<file path="config.mk">
export PLATFORM = sky130hd
export DESIGN_NAME = hpmsampler
export DESIGN_NICKNAME = d
export VERILOG_FILES = /design/src/rtl/hpmsampler.sv
export SDC_FILE = /design/constraint.sdc
export NUM_CORES = 1
export LEC_CHECK = 0
export BUFFER_PORTS_ARGS = -buffer_cell sky130_fd_sc_hd__buf_2
export CAP_MARGIN = 40
export CELL_PAD_IN_SITES_DETAIL_PLACEMENT = 0
export CELL_PAD_IN_SITES_GLOBAL_PLACEMENT = 2
export CORE_ASPECT_RATIO = 0.5
export CORE_MARGIN = 3
export CORE_UTILIZATION = 29
export DETAILED_ROUTE_END_ITERATION = 10
export GPL_TIMING_DRIVEN = 0
export MAX_ROUTING_LAYER = met4
export PLACE_DENSITY = 0.85
export SETUP_SLACK_MARGIN = 0.4
export SLEW_MARGIN = 20
export SYNTH_ARGS = -nofsm -noshare
export SYNTH_HDL_FRONTEND = slang
export SYNTH_SLANG_ARGS = --single-unit
</file>
<file path="constraint.sdc">
create_clock -name clk -period 2.5 [get_ports clk]
set_input_delay 0.125 -clock clk [delete_from_list [all_inputs] [get_ports clk]]
set_output_delay 0.125 -clock clk [all_outputs]
set_load 0.02 [all_outputs]
</file>
<file path="src/rtl/hpmsampler.sv">
// Performance-counter snapshot reader: on a periodic or software trigger, reads each
// enabled counter in ascending order and streams a framed packet on a valid/ready port.
module hpmsampler #(
  parameter int unsigned COUNTERS = 32,
  parameter int unsigned PERIODW  = 32
) (
  input  logic                clk,
  input  logic                reset,
  input  logic                Enable,
  input  logic [PERIODW-1:0]  PeriodCycles,
  input  logic                TriggerM,
  input  logic [COUNTERS-1:0] SampleMask,
  output logic                CntReqValid,
  output logic [4:0]          CntReqNum,
  input  logic                CntRspValid,
  input  logic [63:0]         CntRspData,
  output logic                OutValid,
  input  logic                OutReady,
  output logic [63:0]         OutData,
  output logic                OutLast,
  output logic                Busy,
  output logic [15:0]         DroppedCount
);

  localparam logic [2:0] S_IDLE = 3'd0;
  localparam logic [2:0] S_HDR  = 3'd1;
  localparam logic [2:0] S_REQ  = 3'd2;
  localparam logic [2:0] S_WAIT = 3'd3;
  localparam logic [2:0] S_DATA = 3'd4;

  logic [2:0]          state_q, state_d;
  logic [COUNTERS-1:0] mask_q, mask_d;
  logic [4:0]          cur_q, cur_d;
  logic [15:0]         seq_q, seq_d;
  logic [15:0]         drop_q, drop_d;
  logic [PERIODW-1:0]  timer_q, timer_d;
  logic [63:0]         odata_q, odata_d;
  logic                ovalid_q, ovalid_d;
  logic                olast_q, olast_d;

  logic                period_run, period_fire, trigger, handshake, found;
  logic [4:0]          low_idx;
  logic [COUNTERS-1:0] mask_clr;
  logic [31:0]         hdr_mask;

  assign period_run  = Enable && (PeriodCycles != '0);
  // >= rather than == so that shrinking the period mid-count fires on the next cycle
  assign period_fire = period_run && (timer_q >= (PeriodCycles - PERIODW'(1)));
  assign trigger     = Enable && (TriggerM || period_fire);
  assign handshake   = ovalid_q && OutReady;

  always_comb begin
    low_idx = '0;
    found   = 1'b0;
    for (int unsigned i = 0; i < COUNTERS; i++) begin
      if (mask_q[i] && !found) begin
        low_idx = 5'(i);
        found   = 1'b1;
      end
    end
  end

  always_comb begin
    mask_clr        = mask_q;
    mask_clr[cur_q] = 1'b0;
    hdr_mask        = '0;
    hdr_mask[COUNTERS-1:0] = SampleMask;
  end

  always_comb begin
    state_d  = state_q;
    mask_d   = mask_q;
    cur_d    = cur_q;
    seq_d    = seq_q;
    drop_d   = drop_q;
    odata_d  = odata_q;
    ovalid_d = ovalid_q;
    olast_d  = olast_q;
    timer_d  = (!period_run || period_fire) ? '0 : timer_q + PERIODW'(1);

    if (trigger && (state_q != S_IDLE) && (drop_q != 16'hFFFF))
      drop_d = drop_q + 16'd1;

    case (state_q)
      S_IDLE: begin
        if (trigger) begin
          mask_d   = SampleMask;
          seq_d    = seq_q + 16'd1;
          odata_d  = {16'hC5A1, seq_q, hdr_mask};
          ovalid_d = 1'b1;
          olast_d  = (SampleMask == '0);
          state_d  = S_HDR;
        end
      end
      S_HDR, S_DATA: begin
        if (handshake) begin
          ovalid_d = 1'b0;
          olast_d  = 1'b0;
          state_d  = (mask_q != '0) ? S_REQ : S_IDLE;
        end
      end
      S_REQ: begin
        cur_d   = low_idx;
        state_d = S_WAIT;
      end
      S_WAIT: begin
        if (CntRspValid) begin
          mask_d   = mask_clr;
          odata_d  = CntRspData;
          ovalid_d = 1'b1;
          olast_d  = (mask_clr == '0);
          state_d  = S_DATA;
        end
      end
      default: state_d = S_IDLE;
    endcase
  end

  always_ff @(posedge clk or negedge reset) begin
    if (!reset) begin
      state_q  <= S_IDLE;
      mask_q   <= '0;
      cur_q    <= '0;
      seq_q    <= '0;
      drop_q   <= '0;
      timer_q  <= '0;
      odata_q  <= '0;
      ovalid_q <= 1'b0;
      olast_q  <= 1'b0;
    end else begin
      state_q  <= state_d;
      mask_q   <= mask_d;
      cur_q    <= cur_d;
      seq_q    <= seq_d;
      drop_q   <= drop_d;
      timer_q  <= timer_d;
      odata_q  <= odata_d;
      ovalid_q <= ovalid_d;
      olast_q  <= olast_d;
    end
  end

  assign CntReqValid  = (state_q == S_REQ);
  assign CntReqNum    = (state_q == S_REQ) ? low_idx : '0;
  assign OutValid     = ovalid_q;
  assign OutData      = odata_q;
  assign OutLast      = olast_q;
  assign Busy         = (state_q != S_IDLE);
  assign DroppedCount = drop_q;

endmodule

</file>
==> impl_metrics.yaml <==
synthesis:
  synth_ff_type: "dfrtp_1"
  yosysTopAreaCell: "dfrtp_1"
  synth_edf_count: 0
  netlist_top_cells_count: "nand2_1, dfrtp_1, nor2_1"
  netlist_area_um2: 9810
  synth-async-reset-ratio: 1.00
  ys_top_cells_by_area: "dfrtp_1, nand2_1, nor2_1, ha_1, xnor2_1"
  yosysTopAreaCellShare: 0.434
  synth-seq-cells: 170
  ys_warn_count: 0
  synth_cell_types: 63
  synth_fp_nets: 1302
  syn_inst: 1131
  syn_area_per_cell_um2: 8.67
  synth_most_common_cell: "nand2_1"
  ys_seq_area_frac: 0.434
drt:
  avgViaCountPerCell: 5.15
  antenna_left: 0
  drtPass1Iterations: 5
  wl_met2_um: 18200
  num_vias: 10200
  met3WireLength_um: 1620
  wl_met1_um: 16000
  wl_um: 36700
  topRoutingLayerUsed: "met4"
  avgRoutedWirePerCell_um: 18.5
  drt-initial-drc-count: 749
  drc: 0
critical_path:
  crit_chain: "buf_6 > or4_4 > or3_4 > nand2b_4 > nor3_4 > and2_4 > nand2_2 > xor2_1 > ha_1 > nand4_1 > nor4_4 > nand4_1 > a31o_4 > a21oi_4 > a21o_1 > buf_6 > buf_6 > buf_16 > buf_8 > a31oi_4"
  end_kind: "flip-flop"
  r2r_end: "OutLast"
  start_kind: "input port"
  arrival_ps: 4210
  reg2reg_depth: 8
  crit_buf_inv: 5
  path_class: "input port to flip-flop"
  r2r_start: "cur_q[4]"
  slowest_delay_ps: 550
  critical_path_peak_fanout: 6
  worst_path_dominant_cell_family: "simple AND/OR/NAND/NOR gates"
  required_ps: 2830
  cpMostUsedCell: "buf_6"
  reg2reg_slack_ps: -530
  cp_slowest_cell: "or4_4"
clock_tree:
  cts-root-buf: "clkbuf_16"
  clock_latency_ps: 450
  clkTransAtPathRegs_ps: 70
  cts.sinks: 170
  clockBufferDepth: 2
  cts_buffers: 17
  cts_tree: "built"
  cts_max_level: 4
grt:
  grt_pass1_vias: 10500
  antenna_found_initial: 1
  grt_pass1_wl_um: 57700
  grt_overflow_total: 0
  grt_usage: 0.208
  grt_max_degree: 87
placement:
  hpwl_um: 25100
  pre_cts_ws_ps: -2500
  portBuffers: 222
  gp_congestion: 0.938
  placed_area_um2: 11800
layout:
  drive_gt1_frac: 0.314
  utilization: 0.465
  ff_latch_area_um2: 4270
  nNetsFinal: 1714
  n_fill_cell: 3096
  synthToLayoutAreaGrowth_pct: 53.8
  multi_input_area_um2: 5970
  postLayoutCellArea_um2: 15100
run:
  maxCapViolations: 0
min_path:
  hp-start: "OutReady"
  holdCritPathClass: "input port to flip-flop"
  hold_end: "state_q[2]"
  min_path_cells: 3
timing:
  setup_viol: 166
  layout_setup_ws_ps: -1370
  finalClockSkew_ps: 11.8
  rsz0062_at_grt: "true"
  fmax_mhz: 258
  fin_crit_sh: 1.55
  tightest_slew_ps: 837
  finalMaxSlewViolations: 0
  fin_crit_ps: 3870
  hold_violations: 0
  max_slew_margin: 0.442
power_and_ir_drop:
  p_leak_uw: 0.00654
  p_per_area_nw_per_um2: 1000
  ir_drop_uv: 603
floorplanning:
  start_util: 0.302
  io_pins: 223
  core_area_um2: 32500
  rows: 46
  die_h_um: 136
  fp.dieW_um: 266
  die_area_um2: 36200
outcome:
  violations: "negative setup slack"
  outcome: "complete, but fails checks"
## placed cells by master, fill, tap and decap left out, types with 9 or more instances in the layout
master	Yosys	final
dfrtp_1	170	159
buf_4	0	46
nor3_1	22	20
xnor2_1	51	49
o21ai_1	0	9
inv_1	16	13
buf_6	10	24
and3_1	21	17
nand3_2	0	14
a31oi_1	49	43
buf_2	4	212
nor4_4	0	10
nand3_1	45	23
o21ai_0	60	48
ha_1	37	36
a21oi_1	23	20
dfrtp_2	0	11
nor2_1	151	139
clkbuf_1	42	25
a22o_1	30	30
nand2_2	0	15
nor4_1	27	15
buf_8	0	21
dlygate4sd3_1	0	98
xor2_1	35	35
nand2_1	194	177
o31ai_1	17	16
clkbuf_16	0	23
nand4_1	23	23
## flip-flops by register name, summed over array words and instances (netlist names)
name          flops
OutLast           1
seq_q            16
timer_q          32
DroppedCount     16
OutData          64
OutValid          1
state_q           3
mask_q           32
cur_q             5
## cell families (layout without fill, tap and decap cells)
group	after synthesis	after routing	synth area share
XOR/XNOR	86	86	0.0768
AO/OA/AOI/OAI	223	223	0.151
multiplexers	4	4	0.00434
buffers and inverters	74	499	0.0365
other	0	1	0
AND/OR/NAND/NOR	537	537	0.250
adder cells (fa/ha/maj)	37	37	0.0472
flip-flops	170	170	0.434
## worst register-to-register path, cell delays in order, from the launching register on
cell       delay [ps]
dfrtp_1           480
or3b_2            500
clkbuf_1          240
o31ai_1           250
o2111ai_1         170
or4_1             570
o31ai_1           410
a211oi_2           90
a211oi_1          220
## timing repair
item,CTS,global route
endpoints found under the setup margin,173,173
gates cloned,11,0
pin swaps,44,29
buffers inserted,49,12
endpoints found under the hold margin,179,0
resized for setup,143,83
hold buffers,98,0
## layout make-up
| type | instances | area share |
|---|---|---|
| multi-input cells | 887 | 0.396 |
| flip-flops and latches | 170 | 0.283 |
| well taps | 432 | 0.0358 |
| diodes | 1 | 0.000166 |
| repair buffers | 393 | 0.198 |
| clock inverters | 14 | 0.0143 |
| plain buffers | 58 | 0.0386 |
| inverters | 16 | 0.00597 |
| clock buffers | 18 | 0.0284 |
## routing by layer
metal  GRT usage  vias to the layer above
met4      0.0690                        0
li1            -                     4857
met5           -                        -
met2       0.353                      288
met1       0.256                     5046
met3      0.0300                       58
## through the flow
step                      hold WS, ps  power [uW]  setup TNS (ps)  instances
after floorplan                  -171        8180         -203030       1131
after global placement            338       10200         -586030       1785
after detailed placement          187       10300         -357880       1786
after CTS                        90.2       14700         -218010       1976
after global routing              112       16000         -238780       1989
final                             109       15100         -204820       1989
## report_power, final
| part | internal (uW) | switching, uW |
|---|---|---|
| Sequential | 3680 | 1070 |
| Clock | 1780 | 1220 |
| Combinational | 3150 | 4200 |
| Total | 8610 | 6480 |
## worst max-delay path by stage
stage / start / end / cells past startpoint
after floorplan: PeriodCycles[1] / OutData[32] / 22
after global placement: PeriodCycles[1] / mask_q[30] / 21
after detailed placement: PeriodCycles[1] / seq_q[12] / 20
after CTS: PeriodCycles[15] / mask_q[6] / 20
after global routing: PeriodCycles[0] / OutData[19] / 23
final: PeriodCycles[15] / OutData[19] / 20
Note: power is estimated with default switching activity, not from simulation.
